--- src/rtl/wavetable_pkg.sv ---
// Shared wavetable layout: table geometry, per-wave base addresses and framing constants.
// The oscillator read path imports this too, so the layout lives in one place.
package wavetable_pkg;

  localparam int N_LUT      = 10;
  localparam int LUT_LEN    = 1 << N_LUT;
  localparam int DATA_W     = 24;
  localparam int NUM_BANDS  = 22;
  localparam int NUM_TABLES = 3 * NUM_BANDS + 1;
  localparam int DEPTH      = NUM_TABLES * LUT_LEN;
  localparam int ADDR_W     = $clog2(DEPTH);

  localparam logic [ADDR_W-1:0] SQUARE_BASE   = '0;
  localparam logic [ADDR_W-1:0] SAW_BASE      = ADDR_W'(LUT_LEN * NUM_BANDS);
  localparam logic [ADDR_W-1:0] TRIANGLE_BASE = ADDR_W'(2 * LUT_LEN * NUM_BANDS);
  localparam logic [ADDR_W-1:0] SINE_BASE     = ADDR_W'(3 * LUT_LEN * NUM_BANDS);

  localparam logic [7:0] SYNC_BYTE = 8'hA5;

  typedef enum logic [1:0] {
    WAVE_SQUARE   = 2'd0,
    WAVE_SAW      = 2'd1,
    WAVE_TRIANGLE = 2'd2,
    WAVE_SINE     = 2'd3
  } wave_t;

  typedef enum logic [1:0] {
    ST_IDLE = 2'd0,
    ST_SEL  = 2'd1,
    ST_DATA = 2'd2,
    ST_CSUM = 2'd3
  } wl_state_t;

  // Sine has a single table, so its band term is dropped.
  function automatic logic [ADDR_W-1:0] table_base(input wave_t wave, input logic [4:0] band);
    logic [ADDR_W-1:0] band_off;
    band_off = ADDR_W'(band) << N_LUT;
    case (wave)
      WAVE_SQUARE:   table_base = SQUARE_BASE + band_off;
      WAVE_SAW:      table_base = SAW_BASE + band_off;
      WAVE_TRIANGLE: table_base = TRIANGLE_BASE + band_off;
      default:       table_base = SINE_BASE;
    endcase
  endfunction

endpackage

--- src/rtl/wavetable_writer_sample_packer.sv ---
// Packs payload bytes MSB first into 24-bit samples and keeps the running payload checksum.
// sample/sample_valid are combinational on the third byte so the caller can register the write.
module sample_packer
  import wavetable_pkg::*;
(
  input  logic              clk,
  input  logic              rst_n,
  input  logic              clear,
  input  logic              byte_valid,
  input  logic [7:0]        byte_data,
  output logic [DATA_W-1:0] sample,
  output logic              sample_valid,
  output logic [7:0]        csum
);

  logic [1:0]  byte_cnt;
  logic [15:0] shift;

  assign sample       = {shift, byte_data};
  assign sample_valid = byte_valid && (byte_cnt == 2'd2);

  always_ff @(posedge clk) begin
    if (!rst_n) begin
      byte_cnt <= '0;
      shift    <= '0;
      csum     <= '0;
    end else if (clear) begin
      byte_cnt <= '0;
      csum     <= '0;
    end else if (byte_valid) begin
      shift    <= {shift[7:0], byte_data};
      csum     <= csum + byte_data;
      byte_cnt <= (byte_cnt == 2'd2) ? 2'd0 : byte_cnt + 2'd1;
    end
  end

endmodule

--- src/rtl/wavetable_writer.sv ---
// Frame parser that streams host wavetable uploads into the wavetable RAM write port.
// state   | meaning
// IDLE    | hunting for SYNC, all other bytes dropped
// SEL     | next byte picks wave/band; illegal selection pulses err
// DATA    | LUT_LEN samples of 3 bytes, one RAM write per sample
// CSUM    | compare checksum byte, pulse done or err
module wavetable_writer
  import wavetable_pkg::*;
(
  input  logic              clk,
  input  logic              rst_n,
  input  logic              s_valid,
  input  logic [7:0]        s_data,
  output logic              s_ready,
  output logic              wr_en,
  output logic [ADDR_W-1:0] wr_addr,
  output logic [DATA_W-1:0] wr_data,
  output logic              busy,
  output logic              done,
  output logic              err
);

  wl_state_t         state;
  logic [N_LUT-1:0]  idx;
  logic [ADDR_W-1:0] tbase;
  logic              accept;
  logic              sel_legal;
  wave_t             sel_wave;
  logic [4:0]        sel_band;
  logic              sample_valid;
  logic [DATA_W-1:0] sample;
  logic [7:0]        csum;

  assign accept   = s_valid && s_ready;
  assign sel_wave = wave_t'(s_data[7:6]);
  assign sel_band = s_data[4:0];

  always_comb begin
    sel_legal = 1'b0;
    if (sel_wave == WAVE_SINE) sel_legal = (sel_band == 5'd0);
    else                       sel_legal = (sel_band < 5'(NUM_BANDS));
  end

  sample_packer u_packer (
    .clk          (clk),
    .rst_n        (rst_n),
    .clear        (accept && (state == ST_SEL)),
    .byte_valid   (accept && (state == ST_DATA)),
    .byte_data    (s_data),
    .sample       (sample),
    .sample_valid (sample_valid),
    .csum         (csum)
  );

  always_ff @(posedge clk) begin
    if (!rst_n) begin
      state   <= ST_IDLE;
      idx     <= '0;
      tbase   <= '0;
      s_ready <= 1'b0;
      wr_en   <= 1'b0;
      wr_addr <= '0;
      wr_data <= '0;
      busy    <= 1'b0;
      done    <= 1'b0;
      err     <= 1'b0;
    end else begin
      s_ready <= 1'b1;
      wr_en   <= 1'b0;
      done    <= 1'b0;
      err     <= 1'b0;
      if (accept) begin
        case (state)
          ST_IDLE: begin
            if (s_data == SYNC_BYTE) begin
              state <= ST_SEL;
              busy  <= 1'b1;
            end
          end
          ST_SEL: begin
            if (sel_legal) begin
              state <= ST_DATA;
              idx   <= '0;
              tbase <= table_base(sel_wave, sel_band);
            end else begin
              state <= ST_IDLE;
              busy  <= 1'b0;
              err   <= 1'b1;
            end
          end
          ST_DATA: begin
            if (sample_valid) begin
              wr_en   <= 1'b1;
              wr_addr <= tbase + ADDR_W'(idx);
              wr_data <= sample;
              idx     <= idx + N_LUT'(1);
              if (idx == '1) state <= ST_CSUM;
            end
          end
          ST_CSUM: begin
            state <= ST_IDLE;
            busy  <= 1'b0;
            if (s_data == csum) done <= 1'b1;
            else                err  <= 1'b1;
          end
          default: state <= ST_IDLE;
        endcase
      end
    end
  end

endmodule

--- config.mk ---
export PLATFORM = sky130hd
export DESIGN_NAME = wavetable_writer
export DESIGN_NICKNAME = d
export VERILOG_FILES = /design/src/rtl/wavetable_pkg.sv /design/src/rtl/wavetable_writer_sample_packer.sv /design/src/rtl/wavetable_writer.sv
export SDC_FILE = /design/constraint.sdc
export NUM_CORES = 1
export LEC_CHECK = 0
export BUFFER_PORTS_ARGS = -buffer_cell sky130_fd_sc_hd__buf_2
export CELL_PAD_IN_SITES_DETAIL_PLACEMENT = 0
export CELL_PAD_IN_SITES_GLOBAL_PLACEMENT = 1
export CORE_ASPECT_RATIO = 1.75
export CORE_UTILIZATION = 40
export CTS_CLUSTER_SIZE = 24
export DETAILED_ROUTE_END_ITERATION = 16
export PLACE_DENSITY = 0.77
export SLEW_MARGIN = 10
export SYNTH_ARGS = -nofsm -noshare
export SYNTH_HDL_FRONTEND = slang
export SYNTH_SLANG_ARGS = --single-unit
--- constraint.sdc ---
create_clock -name clk -period 3.2 [get_ports clk]
set_input_delay 0.96 -clock clk [delete_from_list [all_inputs] [get_ports clk]]
set_output_delay 0.96 -clock clk [all_outputs]
set_load 0.02 [all_outputs]
# Word-level counts from Yosys, hierarchy flattened
# Index checks and enable logic that the tools add are counted.
# totals
register_bits	101
output_inout_bits	46
elab_cells	76
# op_classes
addsub	6
n_lt_le_gt_ge	1
n_eq_ne	15
n_mux	20
bitwise_logic	2
n_reduce_logical	19
# ops
op	n
$pmux 17 s3	1
$mux 10	2
$pmux 10 s2	1
$add 16x15->17 const A	1
$add 17x10->17	1
$add 15x15->16 const A	1
$reduce_and 3->1	4
$reduce_and 4->1	3
$add 10x1->10 const B	1
$eq 10x10->1 const B	1
$eq 2x2->1 const B	5
$mux 2	5
$add 8x8->8	1
$eq 8x8->1	1
$eq 8x8->1 const B	1
$mux 1	8
$ne 2x2->1 const B	4
$pmux 2 s4	1
$logic_not 5->1	1
$lt 5x5->1 const B	1
$eq 2x1->1 const B	2
$logic_and 1x1->1	4
$logic_not 2->1	2
$reduce_and 2->1	2
other kinds (8)	9

# Depth between registers and ports, before layout
# Gate-level depths: netlist of the first run.
# depth
word_depth	5
mapped_depth	9
ltp_nobuf	8

# By module
# Synthesis of the first run repeated with hierarchy kept, for this count alone.
# hier_totals
cells_unflattened	528
area_unflattened_um2	4352.9
# modules_own_cells
module	n_inst	cells_per_inst	area_each_um2
wavetable_writer	1	362	2956.6
sample_packer	1	166	1396.3

# Least setup slack after synthesis of the first run
# OpenSTA, ideal clock, no wires.
# synth_path
path_type	in2reg
from	input port s_data[3]
to	register tbase[16]
setup_ps	67
t_arrival_ps	2522
required_ps	3133
slack_ps	611
stages	9
path_cell_list	buf_2 > inv_1 > ha_1 > or3b_1 > a221oi_2 > nand2b_1 > buf_6 > or2_1 > a21oi_2
# synth_between
elab_chain_cells	3
# synth_lines
item	line_no	source
start, declared	wavetable_writer.sv:13	input logic [7:0] s_data,
branches (longest 3 deep; another with $add 16x15->17)	-	
end signal, assigned	wavetable_writer.sv:84	tbase <= table_base(sel_wave, sel_band);
end, declared	wavetable_writer.sv:25	logic [ADDR_W-1:0] tbase;
# Several ways; the timed one is not identified.
# A chain may end at the register's enable or synchronous reset.

# Worst setup path after layout of the first run
# layout_path
from	input port s_data[2]
to	register tbase[11]
# layout_between
elab_chain_cells	3
# layout_lines
item	line_no	source
$lt 5x5->1 or $logic_not 5->1 (tied branches)	wavetable_writer.sv:41, wavetable_writer.sv:40	
$mux 1 *	wavetable_writer.sv:40	if (sel_wave == WAVE_SINE) sel_legal = (sel_band == 5'd0);
$reduce_and 3->1 (no source line) *	-	
# Mark *: on every way between the ends. The rest lies on a longest branch, timed or not.

==> results.tsv, run 1 <==
metric	value	unit
final instance area	0.00471	mm^2
Post-CTS Hold Buffers	0	
status	finished, violations left	
worst clock skew	0.00798	ns
initial core utilization	40.9	%
Worst IR Drop VDD	0.252	mV
Setup Buffers After CTS	0	
initial antenna violation count	0	
Worst Setup End Kind	flip-flop	
ys flop type	dfxtp_1	
number of port buffers	56	
Post-synth top cells	136 x nand2_1, 91 x dfxtp_1, 37 x a21boi_0	
vias in the first global route	3311	
synth unique cells	49	
final core occ	48.1	%
Resized cells post-CTS	0	
Vert. Die Dim	134	um
Min Hold Slack	0.451	ns
clock tree sinks	91	
Mapped Nets	514	
first-pass GRT wire length	16.0	mm
critical path fanouts, max	9	
Worst slew margin	53.7	%
RD Place Congestion	0.845	
synthesized area	0.00401	mm^2
Leak	1.87	nW
TritonCTS clock tree	done	
Syn-to-layout area delta	17.5	%
core area	0.00979	mm^2
Rows	48	
fraction of registers with async set or reset after synthesis	0	%
endpoints failing hold	0	
DR vias	3421	
chip width	77.7	um
initial drt markers	191	
Tmin final	2.54	ns
sequential share of the synthesized area	45.5	%
largest net degree at the start of global routing	45	
Arrival @ worst endpoint	2.74	ns
Detail Route Antenna Nets	0	
drt via density	5.17	
WL met1	4.07	mm
CTS Buffer Depth	2	
crit start category	primary input	
failing checks	DRC	
fmax	394	MHz
Worst Path Required	3.40	ns
routed len/inst	14.4	um
top-count cell post-synth	nand2_1	
yosys warns	0	
fin. max-slew vios	0	
CTS Buf Count	9	
Post-layout nets	560	
IO Pins	57	
Post-Syn Instances	486	
Seq cells post-synth	91	
worst slew pin tran	0.694	ns
fin worst setup slack	0.665	ns
ANT cells	0	
share of cells above drive strength 1	16.4	%
critical-path cell list	buf_2 -> inv_1 -> ha_1 -> or3b_1 -> a221oi_2 -> nand2b_1 -> buf_4 -> mux2i_1 -> nor2_1	
post-placement setup slack	0.305	ns
WL final	9.55	mm
crit path kind	in -> reg	
DRT Pass-1 Iters	10	
root buffer cell	clkbuf_16	
synthesized area per cell	8.25	um^2
htree depth	3	
met2 wire len	4.99	mm
CTS clk-pin slew, worst paths	0.06	ns
DR DRC count	1	
Synth area leaders	dfxtp_1 45%, nand2_1 13%, a21boi_0 6.9%, ha_1 5.0%, a21oi_1 4.1%	
worst skew pair latency	0.34	ns
number of enable flip-flop cells after synthesis	0	
slowest CP cell	or3b_1	
DR top layer	met4	
cell taking the most area after synthesis	dfxtp_1	
critical path's largest stage delay	0.35	ns
RSZ-0062 raised after global routing	no	
hold crit path type	reg -> reg	
die area	0.0104	mm^2
PD cells	504	mW/mm^2
DP Area	0.00439	mm^2
post-synth top area share	45.5	%
Final HPWL DP	6.74	mm
gr ovfl total	0	
setup TNS	0	ns
Tcrit/Tclk final	79.2	%
max-cap violation count	0	
Routed met3 length	266	um
Setup Viol. Count Final	0	
gr usage total	19.7	%
## worst max-delay path: cells and delay by family
family / cells / cell delay [ns]
muxes: 1 / 0.15
buffers and inverters: 3 / 0.54
AOI/OAI and AO/OA: 1 / 0.29
adders and majority gates: 1 / 0.15
and+or+nand+nor: 3 / 0.65
## final timing paths
check / depth (start not counted) / end / slack (ns) / startpoint
worst max register to register: 8 / u_packer.csum[6]$_SDFFE_PP0N_ / 1.27 / u_packer.csum[0]$_SDFFE_PP0N_
worst max-delay path: 9 / tbase[11]$_SDFFE_PN0P_ / 0.66 / s_data[2]
worst min-delay path: 2 / wr_addr[5]$_SDFFE_PN0P_ / 0.45 / wr_addr[5]$_SDFFE_PN0P_
worst min register to register: 2 / wr_addr[5]$_SDFFE_PN0P_ / 0.45 / wr_addr[5]$_SDFFE_PN0P_
## layer usage
layer / up-vias / global-route usage [%]
met5: - / 0
met4: 0 / 9.43
met3: 17 / 3.40
met2: 56 / 34.5
met1: 1606 / 22.9
li1: 1742 / -
## report_power, final
part	internal [W]	switching, W	total (W)
Clock	0.000688	0.000458	0.00115
Sequential	0.00113	0.00000130	0.00113
Combinational	0.0000346	0.0000585	0.0000931
## state kept, by name, summed over array words and instances, names as in the netlist, named ones only
| register | cells |
|---|---|
| tbase | 7 |
| wr_data | 24 |
| err | 1 |
| u_packer.byte_cnt | 2 |
| wr_en | 1 |
| busy | 1 |
| idx | 10 |
| s_ready | 1 |
| done | 1 |
| u_packer.csum | 8 |
| u_packer.shift | 16 |
| state | 1 |
| wr_addr | 17 |
## cell type report
cell class	count	area, um^2
inverter	12	45.0
clock buffer	9	225
fill	979	5080
multi-input combinational	352	2010
sequential	91	1820
clock inverter	7	97.6
timing repair buffer	66	355
tap	125	156
## placed cells by master, fill, tap and decap left out, types with 2 or more instances in the layout
cell type	instances
o21a_1	4
bufinv_16	2
dfxtp_1	91
o211ai_1	2
a311oi_1	2
nor2b_1	6
nand2_1	136
mux2_2	2
o211a_1	2
o22ai_1	5
o21ai_0	16
a31oi_1	7
mux2i_1	5
nor3b_1	2
buf_2	56
nor3_1	5
nor2_1	20
nand2b_1	5
nand4_1	5
a21boi_0	37
xnor2_1	5
and2_1	2
a21oi_1	33
inv_1	12
inv_6	2
clkinvlp_4	2
ha_1	16
buf_4	10
nand4b_1	2
a211oi_1	4
nand3_1	9
clkbuf_16	9
## per-stage QoR
stage | power, W | cells
floorplan | 0.00122 | 486
global placement | 0.00125 | 646
detailed placement | 0.00125 | 646
CTS | 0.00240 | 662
global route | 0.00246 | 662
finish | 0.00237 | 662
## kinds of logic (layout without fill, tap and decap cells)
group                      after synthesis  in the layout  share of synthesized area [%]
adders and majority gates               17             17                           5.49
and+or+nand+nor                        204            204                           22.3
AOI/OAI and AO/OA                      118            118                           19.1
xor gates and xnor gates                 6              6                           1.31
buffers and inverters                   43             94                           4.53
DFF                                     91             91                           45.5
muxes                                    7              7                           1.81
Note: power is estimated with default switching activity, not from simulation.
==> run 2, diff against run 1 <==
Settings changed: ABC_AREA set to 1, CORE_UTILIZATION 40 to 37.
Clock period 3.2 ns to 2.3 ns, I/O delays scaled along.
==> run 2 against run 1 <==
  * The run now ends clean
  * Register-to-register slack got worse by 0.76 ns
  * Clock power rose by 17%
  * Highest routed layer unchanged
  * Synthesized area fell by 0.59%
  * Global-route usage fell by 1.7 points
  * Clock skew barely moved
  * Die area rose by 7.3%
  * Non-clock buffer count rose by 4
  * Via count rose by 3.7%
  * Sequential share of layout area fell by 0.11 points
  * Synthesized cell count rose by 8.6%
  * Critical path depth rose by 1
==> results.tsv, run 2 <==
metric	value	unit
status	finished clean	
synthesized area	0.00398	mm^2
Post-layout nets	615	
worst clock skew	0.00790	ns
CTS Buf Count	9	
slowest CP cell	fa_1	
max-cap violation count	0	
multi-input combinational cell area	0.00190	mm^2
htree depth	3	
initial core utilization	38.4	%
Reg-to-Reg Start	u_packer.csum[0]$_SDFFE_PP0N_	
post-synth top area share	45.7	%
Worst path top cell family by delay	adder cells	
die area	0.0112	mm^2
ys flop type	dfxtp_1	
most frequent cells in the layout	111 x nor2_1, 91 x dfxtp_1, 75 x o21ai_0, 57 x nand2_1, 56 x buf_2	
sequential share of the synthesized area	45.7	%
first-pass GRT wire length	15.8	mm
CTS clk-pin slew, worst paths	0.06	ns
Layout fillers	1058	
R2R Path End	u_packer.csum[6]$_SDFFE_PP0N_	
Post-Syn Instances	528	
Resized cells post-CTS	0	
DRT Pass-1 Iters	4	
Vert. Die Dim	139	um
top-count cell post-synth	nor2_1	
fraction of registers with async set or reset after synthesis	0	%
Tcrit/Tclk final	84.3	%
initial drt markers	217	
number of port buffers	56	
RSZ-0062 raised after global routing	no	
yosys warns	0	
max reg flops	24	
Tmin final	1.94	ns
Arrival @ worst endpoint	2.17	ns
Worst Setup End Kind	flip-flop	
Seq cells post-synth	91	
initial antenna violation count	0	
fmax	516	MHz
share of cells above drive strength 1	16.2	%
gr usage total	18.0	%
Biggest register	wr_data	
clock tree sinks	91	
critical path's largest stage delay	0.39	ns
worst skew pair latency	0.34	ns
synth unique cells	37	
hold endpoint	wr_addr[12]$_SDFFE_PN0P_	
WP buf/inv	3	
Worst IR Drop VDD	0.386	mV
hold path cells	2	
cells on worst reg2reg path	9	
Final HPWL DP	6.86	mm
gr ovfl total	0	
TritonCTS clock tree	done	
Worst slew margin	69.4	%
Seq pwr share	51.3	%
number of enable flip-flop cells after synthesis	0	
hold crit path type	reg -> reg	
cell taking the most area after synthesis	dfxtp_1	
drt via density	4.94	
worst slew pin tran	0.459	ns
Int Pwr	0.00236	W
biggest regs	wr_data: 24 flops, wr_addr: 17 flops, u_packer.shift: 16 flops	
sw frac	23.2	%
Mapped Nets	556	
WL final	9.25	mm
Setup Buffers After CTS	0	
IO Pins	57	
Post-synth top cells	111 x nor2_1, 91 x dfxtp_1, 75 x o21ai_0	
Detail Route Antenna Nets	0	
root buffer cell	clkbuf_16	
Crit. Startpoint	s_data[0]	
routed len/inst	12.9	um
DR DRC count	0	
endpoints failing hold	0	
critical path fanouts, max	4	
PD cells	650	mW/mm^2
Rows	49	
Setup Viol. Count Final	0	
core area	0.0104	mm^2
critical-path cell list	buf_2 -> ha_1 -> inv_1 -> fa_1 -> o21ai_0 -> nand3_1 -> nand3_1 -> nand2_1 -> o21ai_0 -> inv_1	
commonest non-fill, non-tap cell in the layout	nor2_1	
vias in the first global route	3414	
Psw	0.000711	W
RD Place Congestion	0.869	
Syn-to-layout area delta	18.6	%
total power	0.00307	W
FF/Latch Area	0.00182	mm^2
chip width	80.4	um
Hold Startpoint	tbase[12]$_SDFFE_PN0P_	
crit path kind	in -> reg	
ANT cells	0	
Worst Path Required	2.53	ns
Leak	2.22	nW
CTS Buffer Depth	2	
fin. max-slew vios	0	
clock share of power	43.9	%
Gate power share	4.8	%
synthesized area per cell	7.55	um^2
Synth area leaders	dfxtp_1 46%, nor2_1 10%, o21ai_0 9.4%, a21oi_1 6.0%, nand2_1 5.4%	
DR vias	3549	
Reg2Reg Setup Slack	0.51	ns
setup TNS	0	ns
largest net degree at the start of global routing	73	
Post-CTS Hold Buffers	0	
crit start category	primary input	
## run 2: cell families after synthesis
group,count (synthesis),synth area share [%]
compound gates,137,18.3
xor+xnor,6,1.32
fa+ha+maj,17,5.53
buf+inv,66,6.56
flops,91,45.7
simple gates,211,22.6
## run 2: area by class of cell
cell class,count,share of cell area (%)
multi-input combinational,371,40.2
sequential,91,38.6
timing repair buffer,70,8.69
clock buffer,10,4.85
inverter,44,3.50
tap,127,3.36
clock inverter,5,0.821
## run 2: worst max-delay path by stage
stage | slack, ns | cells past startpoint | to
finish | 0.36 | 10 | u_packer.csum[6]$_SDFFE_PP0N_
global route | 0.25 | 10 | u_packer.csum[6]$_SDFFE_PP0N_
CTS | 0.38 | 10 | u_packer.csum[6]$_SDFFE_PP0N_
detailed placement | 0.01 | 10 | u_packer.csum[6]$_SDFFE_PP0N_
global placement | 0.03 | 10 | u_packer.csum[6]$_SDFFE_PP0N_
floorplan | 0.26 | 9 | u_packer.csum[6]$_SDFFE_PP0N_
## run 2: per-layer routing
| metal | GRT usage (%) | part of all wire (%) |
|---|---|---|
| met1 | 21.0 | 43 |
| met2 | 30.9 | 51 |
| met3 | 3.41 | 3.7 |
| met4 | 8.55 | 2.5 |
| met5 | 0 | 0 |
## run 2: metrics by stage
stage	hold WS [ns]	util (%)	setup WS [ns]	std cells	instance area [um^2]
2_1_floorplan	0.430	-	0.263	528	3980
3_5_place_dp	0.455	43.0	0.0149	703	4460
3_3_place_gp	0.452	43.0	0.0311	703	4460
4_1_cts	0.464	45.6	0.377	718	4720
5_1_grt	0.499	45.6	0.253	718	4720
6_report	0.456	45.6	0.362	718	4720
## run 2: power by group through the flow
stage	clock network, W	logic, W	registers, W
5_1_grt	0.00146	0.000168	0.00158
6_report	0.00135	0.000148	0.00158
3_5_place_dp	0	0.000149	0.00161
2_1_floorplan	0	0.0000878	0.00161
3_3_place_gp	0	0.000148	0.00161
4_1_cts	0.00139	0.000150	0.00158
## run 2: worst register-to-register path: stages (launching register included)
cell and delay, ns:
dfxtp_1 0.34, ha_1 0.16, inv_1 0.05, fa_1 0.39, o21ai_0 0.28, nand3_1 0.14
nand3_1 0.09, nand2_1 0.04, o21ai_0 0.14, inv_1 0.05
